## src/rtl/rca_wb_drain.sv

```systemverilog
// Receives RCA writeback bundles, buffers them in a small FIFO and drains the head bundle
// into the register file through RF_WR_PORTS lanes, pulsing a commit when a bundle is done.
module rca_wb_drain #(
    parameter int unsigned NUM_WRITE_PORTS = 5,
    parameter int unsigned RF_WR_PORTS     = 2,
    parameter int unsigned XLEN            = 32,
    parameter int unsigned ID_W            = 3,
    parameter int unsigned DEPTH           = 2
) (
    input  logic                              clk,
    input  logic                              rst,
    input  logic                              in_valid,
    output logic                              in_ready,
    input  logic [ID_W-1:0]                   in_id,
    input  logic [NUM_WRITE_PORTS*XLEN-1:0]   in_rd,
    input  logic [NUM_WRITE_PORTS*5-1:0]      in_dest_addr,
    input  logic [NUM_WRITE_PORTS-1:0]        in_port_en,
    output logic [RF_WR_PORTS-1:0]            rf_we,
    output logic [RF_WR_PORTS*5-1:0]          rf_addr,
    output logic [RF_WR_PORTS*XLEN-1:0]       rf_data,
    output logic                              commit_valid,
    output logic [ID_W-1:0]                   commit_id,
    output logic                              busy
);

    localparam int unsigned PW = $clog2(DEPTH);
    localparam int unsigned CW = PW + 1;
    localparam logic [CW-1:0] FULL_CNT = CW'(DEPTH);

    logic [ID_W-1:0]                 r_id   [DEPTH];
    logic [NUM_WRITE_PORTS*XLEN-1:0] r_rd   [DEPTH];
    logic [NUM_WRITE_PORTS*5-1:0]    r_addr [DEPTH];
    logic [NUM_WRITE_PORTS-1:0]      r_mask [DEPTH];
    logic [PW-1:0]                   r_rptr;
    logic [PW-1:0]                   r_wptr;
    logic [CW-1:0]                   r_count;
    logic                            r_commit_valid;
    logic [ID_W-1:0]                 r_commit_id;

    logic                       w_push;
    logic                       w_pop;
    logic [NUM_WRITE_PORTS-1:0] w_in_mask;
    logic [NUM_WRITE_PORTS-1:0] w_head_mask;
    logic [NUM_WRITE_PORTS-1:0] w_issue;
    logic [NUM_WRITE_PORTS-1:0] w_mask_next;
    logic [NUM_WRITE_PORTS-1:0] w_rem;
    logic                       w_found;
    logic                       w_lane_v    [RF_WR_PORTS];
    logic [4:0]                 w_lane_addr [RF_WR_PORTS];
    logic [XLEN-1:0]            w_lane_data [RF_WR_PORTS];

    assign busy         = (r_count != '0);
    assign in_ready     = (r_count != FULL_CNT);
    assign w_push       = in_valid && in_ready;
    assign w_head_mask  = busy ? r_mask[r_rptr] : '0;
    assign w_mask_next  = w_head_mask & ~w_issue;
    assign w_pop        = busy && (w_mask_next == '0);
    assign commit_valid = r_commit_valid;
    assign commit_id    = r_commit_id;

    always_comb begin
        for (int i = 0; i < NUM_WRITE_PORTS; i++) begin
            w_in_mask[i] = in_port_en[i] && (in_dest_addr[i*5 +: 5] != 5'd0);
        end
    end

    // Lane k takes the k-th lowest pending result of the head bundle.
    always_comb begin
        w_issue = '0;
        w_rem   = w_head_mask;
        w_found = 1'b0;
        for (int k = 0; k < RF_WR_PORTS; k++) begin
            w_lane_v[k]    = 1'b0;
            w_lane_addr[k] = '0;
            w_lane_data[k] = '0;
            w_found        = 1'b0;
            for (int i = 0; i < NUM_WRITE_PORTS; i++) begin
                if (!w_found && w_rem[i]) begin
                    w_found        = 1'b1;
                    w_rem[i]       = 1'b0;
                    w_issue[i]     = 1'b1;
                    w_lane_v[k]    = 1'b1;
                    w_lane_addr[k] = r_addr[r_rptr][i*5 +: 5];
                    w_lane_data[k] = r_rd[r_rptr][i*XLEN +: XLEN];
                end
            end
        end
    end

    // Higher lanes hold higher result indices, so a later lane to the same register wins.
    always_comb begin
        rf_we   = '0;
        rf_addr = '0;
        rf_data = '0;
        for (int k = 0; k < RF_WR_PORTS; k++) begin
            rf_we[k]              = w_lane_v[k];
            rf_addr[k*5 +: 5]     = w_lane_addr[k];
            rf_data[k*XLEN +: XLEN] = w_lane_data[k];
            for (int j = k + 1; j < RF_WR_PORTS; j++) begin
                if (w_lane_v[k] && w_lane_v[j] && (w_lane_addr[k] == w_lane_addr[j])) begin
                    rf_we[k] = 1'b0;
                end
            end
        end
    end

    always_ff @(posedge clk or posedge rst) begin
        if (rst) begin
            r_rptr         <= '0;
            r_wptr         <= '0;
            r_count        <= '0;
            r_commit_valid <= 1'b0;
            r_commit_id    <= '0;
            for (int d = 0; d < DEPTH; d++) begin
                r_mask[d] <= '0;
            end
        end else begin
            r_commit_valid <= w_pop;
            if (w_pop) begin
                r_commit_id <= r_id[r_rptr];
                r_rptr      <= r_rptr + 1'b1;
            end
            if (busy) begin
                r_mask[r_rptr] <= w_mask_next;
            end
            if (w_push) begin
                r_mask[r_wptr] <= w_in_mask;
                r_wptr         <= r_wptr + 1'b1;
            end
            if (w_push && !w_pop) begin
                r_count <= r_count + 1'b1;
            end else if (!w_push && w_pop) begin
                r_count <= r_count - 1'b1;
            end
        end
    end

    always_ff @(posedge clk) begin
        if (w_push) begin
            r_id[r_wptr]   <= in_id;
            r_rd[r_wptr]   <= in_rd;
            r_addr[r_wptr] <= in_dest_addr;
        end
    end

endmodule

```

## config.mk

```make
export PLATFORM = sky130hd
export DESIGN_NAME = rca_wb_drain
export DESIGN_NICKNAME = d
export VERILOG_FILES = /design/src/rtl/rca_wb_drain.sv
export SDC_FILE = /design/constraint.sdc
export NUM_CORES = 1
export LEC_CHECK = 0
export ABC_AREA = 1
export CAP_MARGIN = 0
export CORE_MARGIN = 4
export CORE_UTILIZATION = 48
export CTS_BUF_LIST = sky130_fd_sc_hd__clkbuf_8
export DETAILED_ROUTE_END_ITERATION = 10
export PLACE_DENSITY_LB_ADDON = 0.12
export SLEW_MARGIN = 20
export SYNTH_ARGS = -nofsm -noshare
export SYNTH_HDL_FRONTEND = slang
export SYNTH_SLANG_ARGS = --single-unit
```

## constraint.sdc

```tcl
create_clock -name clk -period 23.6 [get_ports clk]
set_input_delay 5.9 -clock clk [delete_from_list [all_inputs] [get_ports clk]]
set_output_delay 5.9 -clock clk [all_outputs]
set_load 0.01 [all_outputs]
```

==> results of run 1 <==
## where the power goes
part | switching (uW) | internal (uW)
Sequential | 55.8 | 960
Combinational | 906 | 564
Clock | 267 | 294
## state kept, by name (all words and copies together) (netlist names)
register      count
r_count           2
r_wptr            1
r_rd            320
r_rptr            1
r_mask           10
r_id              6
commit_id         3
commit_valid      1
r_addr           50
## worst max-delay path, stage by stage (launching register included)
cell	delay, ns
dfrtp_4	0.89
inv_4	0.45
nand2_1	0.16
nand2_1	0.11
nand2_2	0.81
nand2_1	0.25
nand2_1	0.13
nand2_2	0.10
inv_2	0.08
nand2_1	0.08
nor2_4	0.88
nand2_1	0.16
nand2_1	0.17
nand2_1	0.06
nand2_1	0.06
nor2_1	0.04
nand3_1	0.07
nand2_1	0.06
inv_1	0.05
clkdlybuf4s50_1	0.52
## cells by family after synthesis
kind of cell | Yosys count | synth area share [%]
flops | 394 | 70.5
fa+ha+maj | 1 | 0.0751
xor+xnor | 3 | 0.158
simple gates | 769 | 18.5
compound gates | 137 | 5.65
buf+inv | 99 | 2.46
mux | 45 | 2.70
## routing by layer
metal	track usage, %	up-vias
li1	-	5645
met1	29.8	5764
met2	36.7	481
met3	6.49	114
met4	8.98	10
met5	0	-
## cells in the final DEF, fill, tap and decap left out, types with 32 or more instances in the layout
master	netlist	routed
a21oi_1	39	39
nor2_1	70	69
a211oi_1	32	32
mux2i_1	45	45
inv_1	21	45
edfxtp_1	376	376
clkbuf_8	0	72
nand3_1	59	58
clkdlybuf4s50_1	0	277
nand2_1	613	613
## how the worst min path moves through the flow
| stage | endpoint | cells past startpoint |
|---|---|---|
| 6_report | r_mask[1] | 2 |
| 5_1_grt | r_mask[1] | 2 |
| 4_1_cts | r_mask[1] | 2 |
| 3_5_place_dp | r_mask[1] | 2 |
| 3_3_place_gp | r_mask[0] | 2 |
| 2_1_floorplan | r_wptr | 2 |
## layout make-up
class / instances / share of cell area, %
sequential: 394 / 55.6
multi-input combinational: 955 / 21.5
timing repair buffer: 286 / 13.7
clock buffer: 72 / 4.69
tap: 448 / 2.65
clock inverter: 51 / 1.16
inverter: 32 / 0.616
antenna: 4 / 0.0474
## through the flow
step                setup WS (ns)  power (uW)  util (%)  area (um^2)  hold slack [ns]
global placement            12.74        2460      58.5        19800            0.500
global route                11.48        3230      62.3        21100            0.524
floorplan                    8.77        1850         -        16700            0.473
finish                      11.91        3050      62.3        21100            0.516
detailed placement          12.58        2480      58.5        19800            0.500
CTS                         11.89        3050      62.1        21000            0.515
## cell usage after synthesis (4+ instances only)
cell / n / area, um^2
clkbuf_1: 41 / 154
or2_2: 5 / 31.3
nand3_1: 59 / 295
o41ai_1: 5 / 43.8
o2111ai_1: 29 / 254
dfrtp_1: 18 / 450
buf_1: 5 / 18.8
inv_2: 11 / 41.3
nor2_2: 4 / 25.0
nor2_1: 70 / 263
o22ai_1: 6 / 37.5
mux2i_1: 45 / 450
nand2_2: 8 / 50.1
buf_2: 18 / 90.1
a211oi_1: 32 / 240
o21ai_0: 14 / 70.1
inv_1: 21 / 78.8
edfxtp_1: 376 / 11300
nand2_1: 613 / 2300
a21oi_1: 39 / 195
==> results_dict.tcl, run 1 <==
set metrics [dict create \
    worstReg2RegEnd "r_count[1]" \
    avgSynthCellArea_um2 11.5 \
    die_h_um 194 \
    core_area_um2 33900 \
    detail-route-antenna-nets 0 \
    fin_cells 2242 \
    ys.flop_type "edfxtp_1" \
    syn-instance-count 1448 \
    min_period_over_period_pct 49.5 \
    maxCapViolations 0 \
    final-setup-viol-count 0 \
    cts_buffers 68 \
    syn_area_um2 16700 \
    setup_tns_ns 0 \
    first_pass_iters 6 \
    grt_usage_pct 22.9 \
    hp-start "r_mask[1]" \
    ff2ff_path_depth 15 \
    final_nets 1934 \
    insertion_delay_ns 0.59 \
    grt_max_degree 171 \
    seqCellArea_um2 11700 \
    start_util_pct 49.2 \
    place.gp.congestion 0.790 \
    yosysWarnings 0 \
    critPathKind "reg -> out" \
    skew_ns 0.0182 \
    crit_path_end_kind "output port" \
    rsz0062_at_grt "false" \
    status "finished, final reports clean" \
    slew_viol_final 0 \
    avgViaCountPerCell 5.36 \
    fmax_ghz 0.0856 \
    synth_edf_count 376 \
    cts-htree-levels 3 \
    arrival_ns 5.79 \
    ctsHoldBuffers 0 \
    startpoint_type "flip-flop" \
    r2r_slack_ns 19.24 \
    ys_seq_area_share_pct 70.5 \
    min_period_ns 11.69 \
    worstSetupStartpoint "r_rptr" \
    ir_worst_vdd_uv 91.1 \
    syn-num-nets 1645 \
    topRoutingLayerUsed "met5" \
    cts_tree "yes" \
    drt-total-wl_mm 44.3 \
    p_leak_uw 0.00810 \
    ioPinCount 278 \
    wl_met3_mm 3.55 \
    hp-class "reg -> reg" \
    fillers 2652 \
    ys_types 36 \
    met2_length_mm 20.9 \
    reg2reg_from "r_rptr" \
    fp-row-count 67 \
    routedWlPerCell_um 19.8 \
    worstSetupEndpoint "rf_we[0]" \
    dp_hpwl_mm 27.3 \
    drc 0 \
    cts_sinks 394 \
    area_delta_synth_final_pct 26.7 \
    power_density_nw_per_um2 144 \
    grt_antenna_before_repair 8 \
    hold_viol_final 0 \
    yosys_register_bits 394 \
    multi_input_area_um2 4540 \
    clockBufferDepth 3 \
    grt_pass1_vias 12121 \
    grt_first_pass_wirelength_mm 67.4 \
    cts_setup_buffers 0 \
    drt_iter0_markers 953 \
    cts_root_buf "clkbuf_8" \
    path_clk_slew_ns 0.06 \
    maxSlewHeadroom_pct 13.2 \
    worstPathRequired_ns 17.70 \
    dieWidth_um 194 \
    io_buffer_count 277 \
    cp_max_fo 59 \
    cts_resized 0 \
    wirelength_met1_mm 18.6 \
    tightestPinTransition_ns 1.30 \
    vias 12014 \
    dp.cells 2113 \
    dieArea_um2 37800 \
    drive_above_1_share_pct 7.77 \
    async_reset_ff_share_pct 4.57 \
    grt-ovfl-total 0 \
]
Note: power is estimated with default switching activity, not from simulation.
==> inputs of run 2 (changes only) <==
Clock period 23.6 ns to 10 ns, I/O delays scaled along.
==> run 2 against run 1 <==
Effect of this change: sequential share of layout area increased by 0.19 points; via count decreased by 1.1%; power rose by 130%; critical endpoint unchanged; largest power group unchanged; highest routed layer unchanged.
==> results_dict.tcl, run 2 (same netlist as run 1, synthesis figures left out) <==
set metrics [dict create \
    skew_ns 0.0241 \
    crit_path_end_kind "output port" \
    maxCapViolations 0 \
    seq_power_share_pct 33.2 \
    grt_usage_pct 22.6 \
    wl_met3_mm 3.80 \
    dp_hpwl_mm 27.4 \
    p_leak_uw 0.00807 \
    start_util_pct 49.2 \
    power_uw 7100 \
    rsz0062_at_grt "false" \
    final-setup-viol-count 0 \
    avgViaCountPerCell 5.32 \
    first_pass_iters 6 \
    drt-total-wl_mm 44.0 \
    startpoint_type "flip-flop" \
    slew_viol_final 0 \
    routedWlPerCell_um 19.7 \
    dieArea_um2 37800 \
    ioPinCount 278 \
    grt_first_pass_wirelength_mm 67.2 \
    core_area_um2 33900 \
    ctsHoldBuffers 0 \
    clockBufferDepth 3 \
    dieWidth_um 194 \
    hp-class "reg -> reg" \
    power_density_nw_per_um2 338 \
    drive_above_1_share_pct 7.72 \
    cp_max_fo 70 \
    cts_sinks 394 \
    grt_antenna_before_repair 14 \
    wirelength_met1_mm 18.2 \
    clock_power_share_pct 17.9 \
    insertion_delay_ns 0.58 \
    cts_buffers 66 \
    die_h_um 194 \
    maxSlewHeadroom_pct 23.7 \
    grt-ovfl-total 0 \
    io_buffer_count 277 \
    cts_tree "yes" \
    r2r_slack_ns 6.05 \
    fmax_ghz 0.133 \
    detail-route-antenna-nets 0 \
    final_nets 1934 \
    vias 11886 \
    grt_max_degree 112 \
    p_comb_share_pct 48.9 \
    final_common_cell "nand2_1" \
    setup_tns_ns 0 \
    topRoutingLayerUsed "met5" \
    largest_reg_flops 320 \
    tightestPinTransition_ns 1.14 \
    fillers 2729 \
    path_clk_slew_ns 0.06 \
    place.gp.congestion 0.844 \
    intPower_uw 4230 \
    switchingPower_uw 2880 \
    pre_cts_ws_ns 2.79 \
    fp-row-count 67 \
    top_regs "r_rd: 320 flops, r_addr: 50 flops, r_mask: 10 flops" \
    min_period_ns 7.51 \
    area_delta_synth_final_pct 26.3 \
    cts_resized 0 \
    cts_setup_buffers 0 \
    cts-htree-levels 3 \
    ir_worst_vdd_uv 246 \
    status "finished, final reports clean" \
    drc 0 \
    met2_length_mm 20.9 \
    cts_root_buf "clkbuf_8" \
    arrival_ns 5.01 \
    drt_iter0_markers 909 \
    hold_viol_final 0 \
    fin_ws_ns 2.49 \
    top_register "r_rd" \
    final_cell_mix "nand2_1, edfxtp_1, clkdlybuf4s50_1" \
    critPathKind "reg -> out" \
    sw_frac_of_total_pct 40.5 \
    min_period_over_period_pct 75.1 \
    grt_pass1_vias 11895 \
    worstPathRequired_ns 7.50 \
]
-- run 2: final timing paths --
| kind | start | to | cells after the start |
|---|---|---|---|
| worst max-delay path | r_rptr | rf_we[0] | 18 |
| worst min-delay path | r_mask[1] | r_mask[1] | 2 |
| worst max register to register | r_rptr | r_count[1] | 16 |
| worst min register to register | r_mask[1] | r_mask[1] | 2 |
| max in group asynchronous | rst | r_rptr | 2 |
| min in group asynchronous | rst | commit_id[0] | 2 |
-- run 2: power by group through the flow --
stage | logic (uW) | clock network [uW] | registers, uW
after floorplan | 1900 | 0 | 2430
final | 3480 | 1270 | 2360
after CTS | 3460 | 1310 | 2360
after global placement | 3420 | 0 | 2380
after global routing | 3780 | 1390 | 2380
after detailed placement | 3440 | 0 | 2390
-- run 2: metrics by stage --
step / util [%] / hold WS, ns / instance area, um^2 / cells
after floorplan: - / 0.478 / 16700 / 1448
final: 62.1 / 0.518 / 21000 / 2236
after CTS: 61.9 / 0.516 / 21000 / 2233
after global placement: 58.5 / 0.496 / 19800 / 2115
after detailed placement: 58.5 / 0.502 / 19800 / 2115
after global routing: 62.1 / 0.538 / 21000 / 2236
-- run 2: layout make-up --
type / instances / area [um^2] / area share [%]
antenna: 1 / 2.50 / 0.0119
clock buffer: 67 / 922 / 4.38
clock inverter: 51 / 248 / 1.18
inverter: 32 / 130 / 0.618
multi-input combinational: 955 / 4540 / 21.6
sequential: 394 / 11700 / 55.8
tap: 448 / 561 / 2.66
timing repair buffer: 288 / 2900 / 13.8
-- run 2: per-layer routing --
metal | GRT usage (%) | vias to the layer above
met1 | 30.0 | 5642
met3 | 6.68 | 96
li1 | - | 5649
met5 | 0 | -
met2 | 36.3 | 475
met4 | 6.93 | 24
-- run 2: critical path, cell delays in order (launching register included) --
cell and delay [ns]:
dfrtp_4 0.43, buf_4 0.53, buf_4 0.80, nand2_1 0.16
nand2_1 0.15, nand2_2 0.11, nand3_4 0.15, nor2_4 0.07
inv_2 0.06, nand2_2 0.07, nor2_4 0.52, buf_16 0.25
nand2_1 0.10, a21oi_1 0.17, nor2_1 0.07, nand3_1 0.07
nand2_1 0.06, inv_1 0.06, clkdlybuf4s50_1 0.52
==> RTL edit, RTL diff (settings of run 1) <==
Change the parameter `DEPTH` from 2 to 4.
--- a/src/rtl/rca_wb_drain.sv
+++ b/src/rtl/rca_wb_drain.sv
@@ -5,7 +5,7 @@
     parameter int unsigned RF_WR_PORTS     = 2,
     parameter int unsigned XLEN            = 32,
     parameter int unsigned ID_W            = 3,
-    parameter int unsigned DEPTH           = 2
+    parameter int unsigned DEPTH           = 4
 ) (
     input  logic                              clk,
     input  logic                              rst,
Check against the original RTL: not equivalent (Yosys sat finds a counterexample within 4 cycles, from zero or initial values and one cycle with rst high).
==> RTL edit against run 1 <==
  * Total power increased by 92%
  * Sequential cell count grew 389
  * Via count grew 79%
  * Cell count up 67%
  * Setup slack got worse by 0.13 ns
  * Count of clock-buffer cells in the layout up 64
  * Synthesized cell count grew 73%
  * Wire length increased by 100%
  * Combinational power up 93%
  * Design area is 78% higher
  * Synthesized area increased by 90%
  * Critical path depth decreased by 8
==> RTL edit: results (changes against run 1) <==
Status - complete, no violations (unchanged)
Avg Inst Size Synth - 12.7 um2 (was 11.5 um2)
Worst VDD drop - 0.000155 V (was 0.0000911 V)
Post-DP HPWL - 53.3 mm (was 27.3 mm)
CTS buffer count - 132 (was 68)
Max Slew Vio Count - 0 (unchanged)
Layout fillers - 5376 (was 2652)
Fin cells - 3734 (was 2242)
Nets - 2982 (was 1934)
Initial DRT Pass Iterations - 7 (was 6)
Vias in the first global route - 20800 (was 12100)
Sequential-to-total area share from yosys stat - 0.736 (was 0.705)
Total GRT Usage - 0.245 (was 0.229)
DRT iter0 DRCs - 2162 (was 953)
First-pass GRT wire length - 130 mm (was 67.4 mm)
Number of flops mapped to enable cells by yosys - 752 (was 376)
WL/cell - 23.8 um (was 19.8 um)
Count of cell types in the netlist - 42 (was 36)
Pin count of the biggest net entering global routing - 203 (was 171)
Post-synthesis net count - 2704 (was 1645)
Vias per cell - 5.77 (was 5.36)
Static leakage - 0.0127 uW (was 0.00810 uW)
Top post-synthesis cells by area - edfxtp_1, o21ai_0, nor2_1, nand2_1, o22ai_1 (was edfxtp_1, nand2_1, dfrtp_1, mux2i_1, nand3_1)
GPL Wtd Cong - 0.887 (was 0.790)
Worst-path fanout max - 157 (was 59)
Top Registers - r_rd: 640 flops, r_addr: 100 flops, r_mask: 20 flops (was r_rd: 320 flops, r_addr: 50 flops, r_mask: 10 flops)
Max stage delay on crit path - 0.90 ns
Initial antenna violation count - 17 (was 8)
WP data arrival - 5.92 ns (was 5.79 ns)
Clock skew - 0.0196 ns (was 0.0182 ns)
Inst Count DP - 3506 (was 2113)
Async SR Flop Fraction - 0.0396 (was 0.0457)
H-tree levels - 4 (was 3)
Share of layout cells above drive strength 1 - 0.0807 (was 0.0777)
-- RTL edit: cell types whose count changed after synthesis, sizes merged, moves of 32 or more --
cell	change
inv	+86
nand2	-312
mux2i	-45
o21ai	+352
edfxtp	+376
clkbuf	+58
nor2	+264
a32oi	+33
o22ai	+146
a211oi	-32
-- RTL edit: cell families (layout without fill, tap and decap cells) --
| logic type | Yosys count | count (layout) | synth area share |
|---|---|---|---|
| AO/OA/AOI/OAI | 698 | 698 | 0.130 |
| XOR/XNOR | 4 | 4 | 0.00110 |
| adder cells (fa/ha/maj) | 10 | 10 | 0.00418 |
| buffers and inverters | 272 | 637 | 0.0350 |
| flip-flops | 783 | 783 | 0.736 |
| multiplexers | 1 | 1 | 0.000355 |
| other | 0 | 7 | 0 |
| AND/OR/NAND/NOR | 730 | 730 | 0.0932 |
-- RTL edit: worst paths after layout --
check / start / end / slack (ns) / cells after the start
max: r_rptr[0]$_DFFE_PP0P_ / rf_data[34] / 11.78 / 11
max in group asynchronous: rst / r_rptr[0]$_DFFE_PP0P_ / 17.72 / 3
min reg2reg: commit_id[1]$_DFFE_PP0P_ / commit_id[1]$_DFFE_PP0P_ / 0.50 / 2
min in group asynchronous: rst / commit_id[0]$_DFFE_PP0P_ / 5.54 / 3
max reg2reg: r_rptr[0]$_DFFE_PP0P_ / r_count[2]$_DFFE_PP0P_ / 18.53 / 17
min: commit_id[1]$_DFFE_PP0P_ / commit_id[1]$_DFFE_PP0P_ / 0.50 / 2
-- RTL edit: cell type report --
class                      instances  area (um2)  share of cell area
inverter                         118         483              0.0129
tap                              864        1080              0.0288
sequential                       783       23400               0.623
timing repair buffer             298        2940              0.0785
antenna                            7        17.5            0.000467
multi-input combinational       1443        7280               0.194
clock inverter                    85         453              0.0121
clock buffer                     136        1870              0.0499
-- RTL edit: worst max-delay path, delay by kind of cell, from the launching register on --
kind	cells	cell delay, ns
flops	1	0.90
buf+inv	4	1.90
simple gates	6	1.76
compound gates	1	0.50
-- RTL edit: power breakdown --
| part | switching [uW] | total, uW | internal [uW] |
|---|---|---|---|
| sequential | 99.0 | 1940 | 1840 |
| clock | 518 | 1080 | 564 |
| combinational | 1870 | 2830 | 967 |
-- RTL edit: metrics by stage --
stage               setup WS [ns]  utilization  instance area [um2]
global placement            12.63        0.536                35100
floorplan                   12.98            -                31700
detailed placement          12.57        0.536                35200
CTS                         11.71        0.571                37500
global route                11.51        0.571                37500
finish                      11.78        0.571                37500
-- RTL edit: routing by layer --
layer	up-vias	routed length (um)	global-route usage
met4	16	1980	0.0761
met3	145	7220	0.0584
met1	10700	36600	0.334
met5	-	117	0
li1	9808	-	-
met2	902	42800	0.397
